**src/rtl/appliance_cycle_runner_pkg.sv**
```systemverilog
// Shared types for the appliance cycle runner: setting width, state encoding
// and the settings snapshot captured from LD_Project when a cycle starts.
package appliance_pkg;

  localparam int W = 5;

  typedef enum logic [2:0] {
    IDLE  = 3'd0,
    FILL  = 3'd1,
    HEAT  = 3'd2,
    RUN   = 3'd3,
    DRAIN = 3'd4,
    DONE  = 3'd5
  } state_e;

  typedef struct packed {
    logic [W-1:0] temp;
    logic [W-1:0] cap;
    logic [W-1:0] fan;
    logic [W-1:0] timer;
  } settings_t;

endpackage

```
**src/rtl/appliance_cycle_runner_if.sv**
```systemverilog
// Settings, sensor and actuator bundle between the appliance cycle runner
// (slave) and whoever drives the settings and sensor side (master).
interface appliance_cycle_runner_if;
  import appliance_pkg::*;

  logic         start;
  logic         abort;
  logic [W-1:0] temp;
  logic [W-1:0] cap;
  logic [W-1:0] fan;
  logic [W-1:0] timer;
  logic [W-1:0] temp_sense;

  logic [2:0]   state;
  logic         busy;
  logic         pump_on;
  logic         heater_on;
  logic         fan_pwm;
  logic         drain_on;
  logic         done;
  logic [W-1:0] time_left;

  modport master (
    output start, abort, temp, cap, fan, timer, temp_sense,
    input  state, busy, pump_on, heater_on, fan_pwm, drain_on, done, time_left
  );

  modport slave (
    input  start, abort, temp, cap, fan, timer, temp_sense,
    output state, busy, pump_on, heater_on, fan_pwm, drain_on, done, time_left
  );

endinterface

```
**src/rtl/appliance_cycle_runner_tick_prescaler.sv**
```systemverilog
// Divides the clock into one-cycle ticks every TICK_DIV cycles; clear restarts
// the count so each state sees its first tick exactly TICK_DIV cycles after entry.
module tick_prescaler #(
  parameter int TICK_DIV = 10
) (
  input  logic clk,
  input  logic rst_n,
  input  logic clear,
  output logic tick
);

  localparam int            CW   = $clog2(TICK_DIV);
  localparam logic [CW-1:0] LAST = CW'(TICK_DIV - 1);

  logic [CW-1:0] cnt_q;
  logic [CW-1:0] cnt_d;

  always_comb begin
    cnt_d = cnt_q + 1'b1;
    if (clear || (cnt_q == LAST)) begin
      cnt_d = '0;
    end
  end

  always_ff @(posedge clk or negedge rst_n) begin
    if (!rst_n) begin
      cnt_q <= '0;
    end else begin
      cnt_q <= cnt_d;
    end
  end

  assign tick = (cnt_q == LAST);

endmodule

```
**src/rtl/appliance_cycle_runner.sv**
```systemverilog
// Runs one FILL -> HEAT -> RUN -> DRAIN -> DONE appliance cycle from a snapshot
// of the LD_Project settings, driving pump, heater, fan PWM and drain.
module appliance_cycle_runner
  import appliance_pkg::*;
#(
  parameter int TICK_DIV    = 10,
  parameter int DRAIN_TICKS = 3
) (
  input logic                      clk,
  input logic                      rst_n,
  appliance_cycle_runner_if.slave  bus
);

  state_e       state_q;
  state_e       state_d;
  settings_t    snap_q;
  settings_t    snap_d;
  logic [W-1:0] remain_q;
  logic [W-1:0] remain_d;
  logic [W-1:0] pwmCnt_q;
  logic [W-1:0] pwmCnt_d;

  logic         tick;
  logic         entering;
  logic         lastTick;
  logic         fillDone;
  logic         runDone;

  logic         busyVal;
  logic         pumpVal;
  logic         heaterVal;
  logic         fanVal;
  logic         drainVal;
  logic         doneVal;
  logic [W-1:0] timeLeftVal;

  tick_prescaler #(
    .TICK_DIV (TICK_DIV)
  ) u_prescaler (
    .clk   (clk),
    .rst_n (rst_n),
    .clear (entering),
    .tick  (tick)
  );

  // A zero-length counted state leaves after its single entry cycle.
  assign lastTick = tick && (remain_q == W'(1));
  assign fillDone = (snap_q.cap == '0) || lastTick;
  assign runDone  = (snap_q.timer == '0) || lastTick;
  assign entering = (state_d != state_q);

  always_ff @(posedge clk or negedge rst_n) begin
    if (!rst_n) begin
      state_q <= IDLE;
    end else begin
      state_q <= state_d;
    end
  end

  always_comb begin
    state_d = state_q;
    case (state_q)
      IDLE: begin
        if (bus.start) state_d = FILL;
      end
      FILL: begin
        if (bus.abort)     state_d = DRAIN;
        else if (fillDone) state_d = HEAT;
      end
      HEAT: begin
        if (bus.abort)                            state_d = DRAIN;
        else if (bus.temp_sense >= snap_q.temp)   state_d = RUN;
      end
      RUN: begin
        if (bus.abort)    state_d = DRAIN;
        else if (runDone) state_d = DRAIN;
      end
      DRAIN: begin
        if (lastTick) state_d = DONE;
      end
      DONE:    state_d = IDLE;
      default: state_d = IDLE;
    endcase
  end

  // FILL loads straight from the bus because the snapshot is written on the same edge.
  always_comb begin
    snap_d = snap_q;
    if ((state_q == IDLE) && bus.start) begin
      snap_d.temp  = bus.temp;
      snap_d.cap   = bus.cap;
      snap_d.fan   = bus.fan;
      snap_d.timer = bus.timer;
    end

    remain_d = remain_q;
    if (entering) begin
      case (state_d)
        FILL:    remain_d = bus.cap;
        RUN:     remain_d = snap_q.timer;
        DRAIN:   remain_d = W'(DRAIN_TICKS);
        default: remain_d = '0;
      endcase
    end else if (tick && (remain_q != '0)) begin
      remain_d = remain_q - 1'b1;
    end

    pwmCnt_d = '0;
    if ((state_q == RUN) && (state_d == RUN)) begin
      pwmCnt_d = pwmCnt_q + 1'b1;
    end
  end

  always_ff @(posedge clk or negedge rst_n) begin
    if (!rst_n) begin
      snap_q   <= '0;
      remain_q <= '0;
      pwmCnt_q <= '0;
    end else begin
      snap_q   <= snap_d;
      remain_q <= remain_d;
      pwmCnt_q <= pwmCnt_d;
    end
  end

  always_comb begin
    busyVal     = (state_q != IDLE);
    pumpVal     = (state_q == FILL);
    heaterVal   = (state_q == HEAT);
    fanVal      = (state_q == RUN) && (pwmCnt_q < snap_q.fan);
    drainVal    = (state_q == DRAIN);
    doneVal     = (state_q == DONE);
    timeLeftVal = '0;
    if (state_q == RUN) begin
      timeLeftVal = remain_q;
    end
  end

  assign bus.state     = state_q;
  assign bus.busy      = busyVal;
  assign bus.pump_on   = pumpVal;
  assign bus.heater_on = heaterVal;
  assign bus.fan_pwm   = fanVal;
  assign bus.drain_on  = drainVal;
  assign bus.done      = doneVal;
  assign bus.time_left = timeLeftVal;

endmodule
```
**src/flat_wrapper.sv**
```systemverilog
// flat-port wrapper written by rule: the top's interface ports become plain ports
module appliance_cycle_runner_flat import appliance_pkg::*;
#(
  parameter int TICK_DIV    = 10,
  parameter int DRAIN_TICKS = 3
)
  (clk, rst_n, bus_start, bus_abort, bus_temp, bus_cap, bus_fan, bus_timer, bus_temp_sense, bus_state, bus_busy, bus_pump_on, bus_heater_on, bus_fan_pwm, bus_drain_on, bus_done, bus_time_left);
  appliance_cycle_runner_if bus_i ();
  input logic clk;
  input logic rst_n;
  input wire logic [$bits(bus_i.start)-1:0] bus_start;
  input wire logic [$bits(bus_i.abort)-1:0] bus_abort;
  input wire logic [$bits(bus_i.temp)-1:0] bus_temp;
  input wire logic [$bits(bus_i.cap)-1:0] bus_cap;
  input wire logic [$bits(bus_i.fan)-1:0] bus_fan;
  input wire logic [$bits(bus_i.timer)-1:0] bus_timer;
  input wire logic [$bits(bus_i.temp_sense)-1:0] bus_temp_sense;
  output wire logic [$bits(bus_i.state)-1:0] bus_state;
  output wire logic [$bits(bus_i.busy)-1:0] bus_busy;
  output wire logic [$bits(bus_i.pump_on)-1:0] bus_pump_on;
  output wire logic [$bits(bus_i.heater_on)-1:0] bus_heater_on;
  output wire logic [$bits(bus_i.fan_pwm)-1:0] bus_fan_pwm;
  output wire logic [$bits(bus_i.drain_on)-1:0] bus_drain_on;
  output wire logic [$bits(bus_i.done)-1:0] bus_done;
  output wire logic [$bits(bus_i.time_left)-1:0] bus_time_left;
  assign bus_i.start = bus_start;
  assign bus_i.abort = bus_abort;
  assign bus_i.temp = bus_temp;
  assign bus_i.cap = bus_cap;
  assign bus_i.fan = bus_fan;
  assign bus_i.timer = bus_timer;
  assign bus_i.temp_sense = bus_temp_sense;
  assign bus_state = bus_i.state;
  assign bus_busy = bus_i.busy;
  assign bus_pump_on = bus_i.pump_on;
  assign bus_heater_on = bus_i.heater_on;
  assign bus_fan_pwm = bus_i.fan_pwm;
  assign bus_drain_on = bus_i.drain_on;
  assign bus_done = bus_i.done;
  assign bus_time_left = bus_i.time_left;
  appliance_cycle_runner #(.TICK_DIV(TICK_DIV), .DRAIN_TICKS(DRAIN_TICKS)) u_core (.clk(clk), .rst_n(rst_n), .bus(bus_i));
endmodule
```
**config.mk**
```make
export PLATFORM = sky130hd
export DESIGN_NAME = appliance_cycle_runner_flat
export DESIGN_NICKNAME = d
export VERILOG_FILES = /design/src/rtl/appliance_cycle_runner_pkg.sv /design/src/rtl/appliance_cycle_runner_if.sv /design/src/rtl/appliance_cycle_runner_tick_prescaler.sv /design/src/rtl/appliance_cycle_runner.sv /design/src/flat_wrapper.sv
export SDC_FILE = /design/constraint.sdc
export NUM_CORES = 1
export LEC_CHECK = 0
export CORE_MARGIN = 10
export CORE_UTILIZATION = 39
export CTS_CLUSTER_DIAMETER = 60
export DETAILED_ROUTE_END_ITERATION = 16
export PLACE_DENSITY = 0.74
export SLEW_MARGIN = 0
export SYNTH_ARGS = -nofsm -noshare
export SYNTH_HDL_FRONTEND = slang
export SYNTH_SLANG_ARGS = --single-unit
```
**constraint.sdc**
```tcl
create_clock -name clk -period 2.37 [get_ports clk]
set_input_delay 0.474 -clock clk [delete_from_list [all_inputs] [get_ports clk]]
set_output_delay 0.474 -clock clk [all_outputs]
set_load 0.02 [all_outputs]
```
==> results.yml <==
outcome:
  status: "completed"
placement:
  gp_congestion: 0.856
  port_buffers: 42
  place_hpwl_mm: 3.59
clocking:
  clk_path_buf_depth: 2
  cts.sinks: 37
  numCtsBuffers: 5
  cts-root-buf: "clkbuf_8"
  cts_tree: "built"
  clk_latency_ns: 0.29
  htree_levels: 2
  cts.clk_slew.worst_paths_ns: 0.07
timing:
  rsz0062_at_grt: "true"
  fin_worst_skew_ns: 0.00103
  worst_pin_slew_ns: 0.465
  finalSetupTns_ns: 0
  fmax_mhz: 431
  finalHoldViolations: 0
  maxSlewHeadroom: 0.690
  setup_violations: 0
  slew_violations: 0
  fin_hold_ws_ns: 0.493
  finalCritPeriodShare: 0.980
  min_period_ns: 2.32
grt:
  track_usage: 0.116
  antenna_found_initial: 0
  overflow: 0
  grt_max_degree: 38
  first_global_vias: 1724
  grt_pass1_wl_mm: 8.07
worst_setup_path:
  crit_chain: "nand3b_1 > buf_4 > nor2_1 > clkdlybuf4s50_1"
  r2r-start: "u_core.snap_q[10]$_DFFE_PN0P_"
  reg2reg_to: "u_core.remain_q[1]$_DFFE_PN0P_"
  end_kind: "output pin"
  critPathKind: "register to output pin"
  cp-start-kind: "register"
  worst_path_dominant_cell_family: "buffers and inverters"
  cpPeakStageDelay_ns: 0.61
  r2r_setup_slack_ns: 0.10
  cp.depth: 4
  worstPathRequired_ns: 1.90
  cp_slowest_cell: "clkdlybuf4s50_1"
  reg2reg_depth: 7
  arrival_ns: 1.85
  cp_max_fo: 4
  cp_num_buf_inv: 2
yosys:
  yosys.area.top_type_share: 0.447
  syn-num-nets: 252
  yosys.area.top_type: "dfrtp_1"
  yosys-top-cells-area: "dfrtp_1 45%, ha_1 9.1%, mux2_2 6.5%"
  syn_inst: 208
  async_flop_share: 1.00
  ys_seq_elements: 37
  synth_area_sq_mm: 0.00207
  yosysSeqAreaShare: 0.447
  syn_avg_cell_area_sq_um: 9.95
  ys_types: 39
  yosysWarnings: 0
  synth_edf_count: 0
  synth_top_flop_cell: "dfrtp_1"
min_path:
  whs_endpoint: "u_core.u_prescaler.cnt_q[0]$_DFF_PN0_"
  hold_path_class: "register to register"
  min_path_cells: 1
  hp-start: "u_core.u_prescaler.cnt_q[0]$_DFF_PN0_"
routing:
  vias_per_cell: 4.79
  dr_total_vias: 1606
  avgRoutedWirePerCell_um: 13.8
  ant_nets: 0
  drtIter0Drc: 123
  drt-pass1-iter-count: 4
  drc: 0
  wl_mm: 4.61
final_layout:
  mostFrequentLayoutCells: "39 x clkdlybuf4s50_1, 35 x dfrtp_1, 20 x nor2_1"
  regArea_sq_um: 928
  layout-drive-gt1-share: 0.185
  final_nets: 308
  final_common_cell: "clkdlybuf4s50_1"
  final_core_util: 0.543
  nFillCells: 471
  multi_input_area_sq_mm: 0.00108
  n_antenna_cell: 0
  syn_to_final_growth_pct: 34.8
die:
  core_region_area_sq_mm: 0.00514
  num_rows: 26
  die_area_sq_mm: 0.00862
  die_y_um: 92.8
  die_w_um: 92.8
  start_util: 0.403
  io-pin-count: 43
job:
  maxCapViolations: 0
pwr:
  p_per_area_mw_per_mm2: 1020
  peakVddDrop_mv: 0.476
  p_leak_nw: 1.25
-- state kept, by name, indices dropped and copies added (netlist names) --
register,cells
u_core.pwmCnt_q,5
u_core.snap_q,20
u_core.u_prescaler.cnt_q,4
u_core.remain_q,5
u_core.bus.state,3
-- per-layer routing --
metal	track usage	up-vias	wire, um
met5	0	-	0
met4	0.0514	0	80
met3	0.0307	6	196
met2	0.195	32	2260
met1	0.136	748	2070
li1	-	820	-
-- worst max-delay path by stage --
stage | startpoint | end | slack (ns)
final | u_core.bus.state[2]$_DFF_PN0_ | bus_time_left[1] | 0.05
after global routing | u_core.pwmCnt_q[1]$_DFF_PN0_ | bus_fan_pwm | -0.02
after CTS | u_core.bus.state[2]$_DFF_PN0_ | bus_time_left[0] | 0.04
after detailed placement | bus_temp_sense[0] | u_core.remain_q[1]$_DFFE_PN0P_ | -0.13
after global placement | bus_temp_sense[0] | u_core.remain_q[1]$_DFFE_PN0P_ | -0.08
after floorplan | u_core.bus.state[2]$_DFF_PN0_ | u_core.snap_q[10]$_DFFE_PN0P_ | 0.03
-- power breakdown --
group / leakage [nW] / total [mW] / switching, mW / internal (mW)
clock network: 0.0574 / 0.575 / 0.233 / 0.342
registers: 0.461 / 1.07 / 0.179 / 0.889
logic: 0.731 / 1.21 / 0.614 / 0.600
-- timing repair --
| item | in CTS | in global routing |
|---|---|---|
| setup buffers | 0 | 1 |
| resized for setup | 9 | 5 |
| endpoints found under the setup margin | 7 | 4 |
| gates cloned | 0 | 0 |
| pin swaps | 0 | 1 |
| hold buffers | 0 | 0 |
-- through the flow --
step	power (mW)	cell area [sq um]	worst slack, ns	std cells
after floorplan	1.86	2080	0.0307	208
after global placement	2.26	2650	-0.0755	326
after detailed placement	2.29	2650	-0.128	326
after CTS	2.87	2770	0.0428	334
after global routing	3.10	2790	-0.0189	335
final	2.86	2790	0.0478	335
-- layout make-up --
type	instances	share of cell area
flip-flops and latches	37	0.333
clock inverters	2	0.0135
multi-input cells	150	0.389
clock buffers	6	0.0296
well taps	70	0.0314
inverters	16	0.0215
repair buffers	54	0.183
-- cells by family after synthesis --
logic type | Yosys count | share of synthesized area
AOI/OAI and AO/OA | 36 | 0.112
xor gates and xnor gates | 9 | 0.0381
adders and majority gates | 15 | 0.0907
buffers and inverters | 21 | 0.0387
DFF | 37 | 0.447
muxes | 17 | 0.0895
and+or+nand+nor | 73 | 0.183
-- cells in the mapped netlist, types with 2 or more instances --
cell      number
xor2_1         4
a21o_1         2
a21oi_1       10
o22ai_1        3
dfrtp_1       37
inv_1         16
mux2_2        12
o21ai_0       12
ha_1          15
or2_2          2
nor2b_1        3
nor3b_1        3
nand2_1       13
a211oi_1       2
nor2_1        21
mux2i_1        5
nand3_1        6
nand2b_1       5
and2_1         5
xnor2_1        5
clkbuf_1       3
nor3_1         4
o21a_1         2
or3_1          3
(Power assumes the default switching activity.)
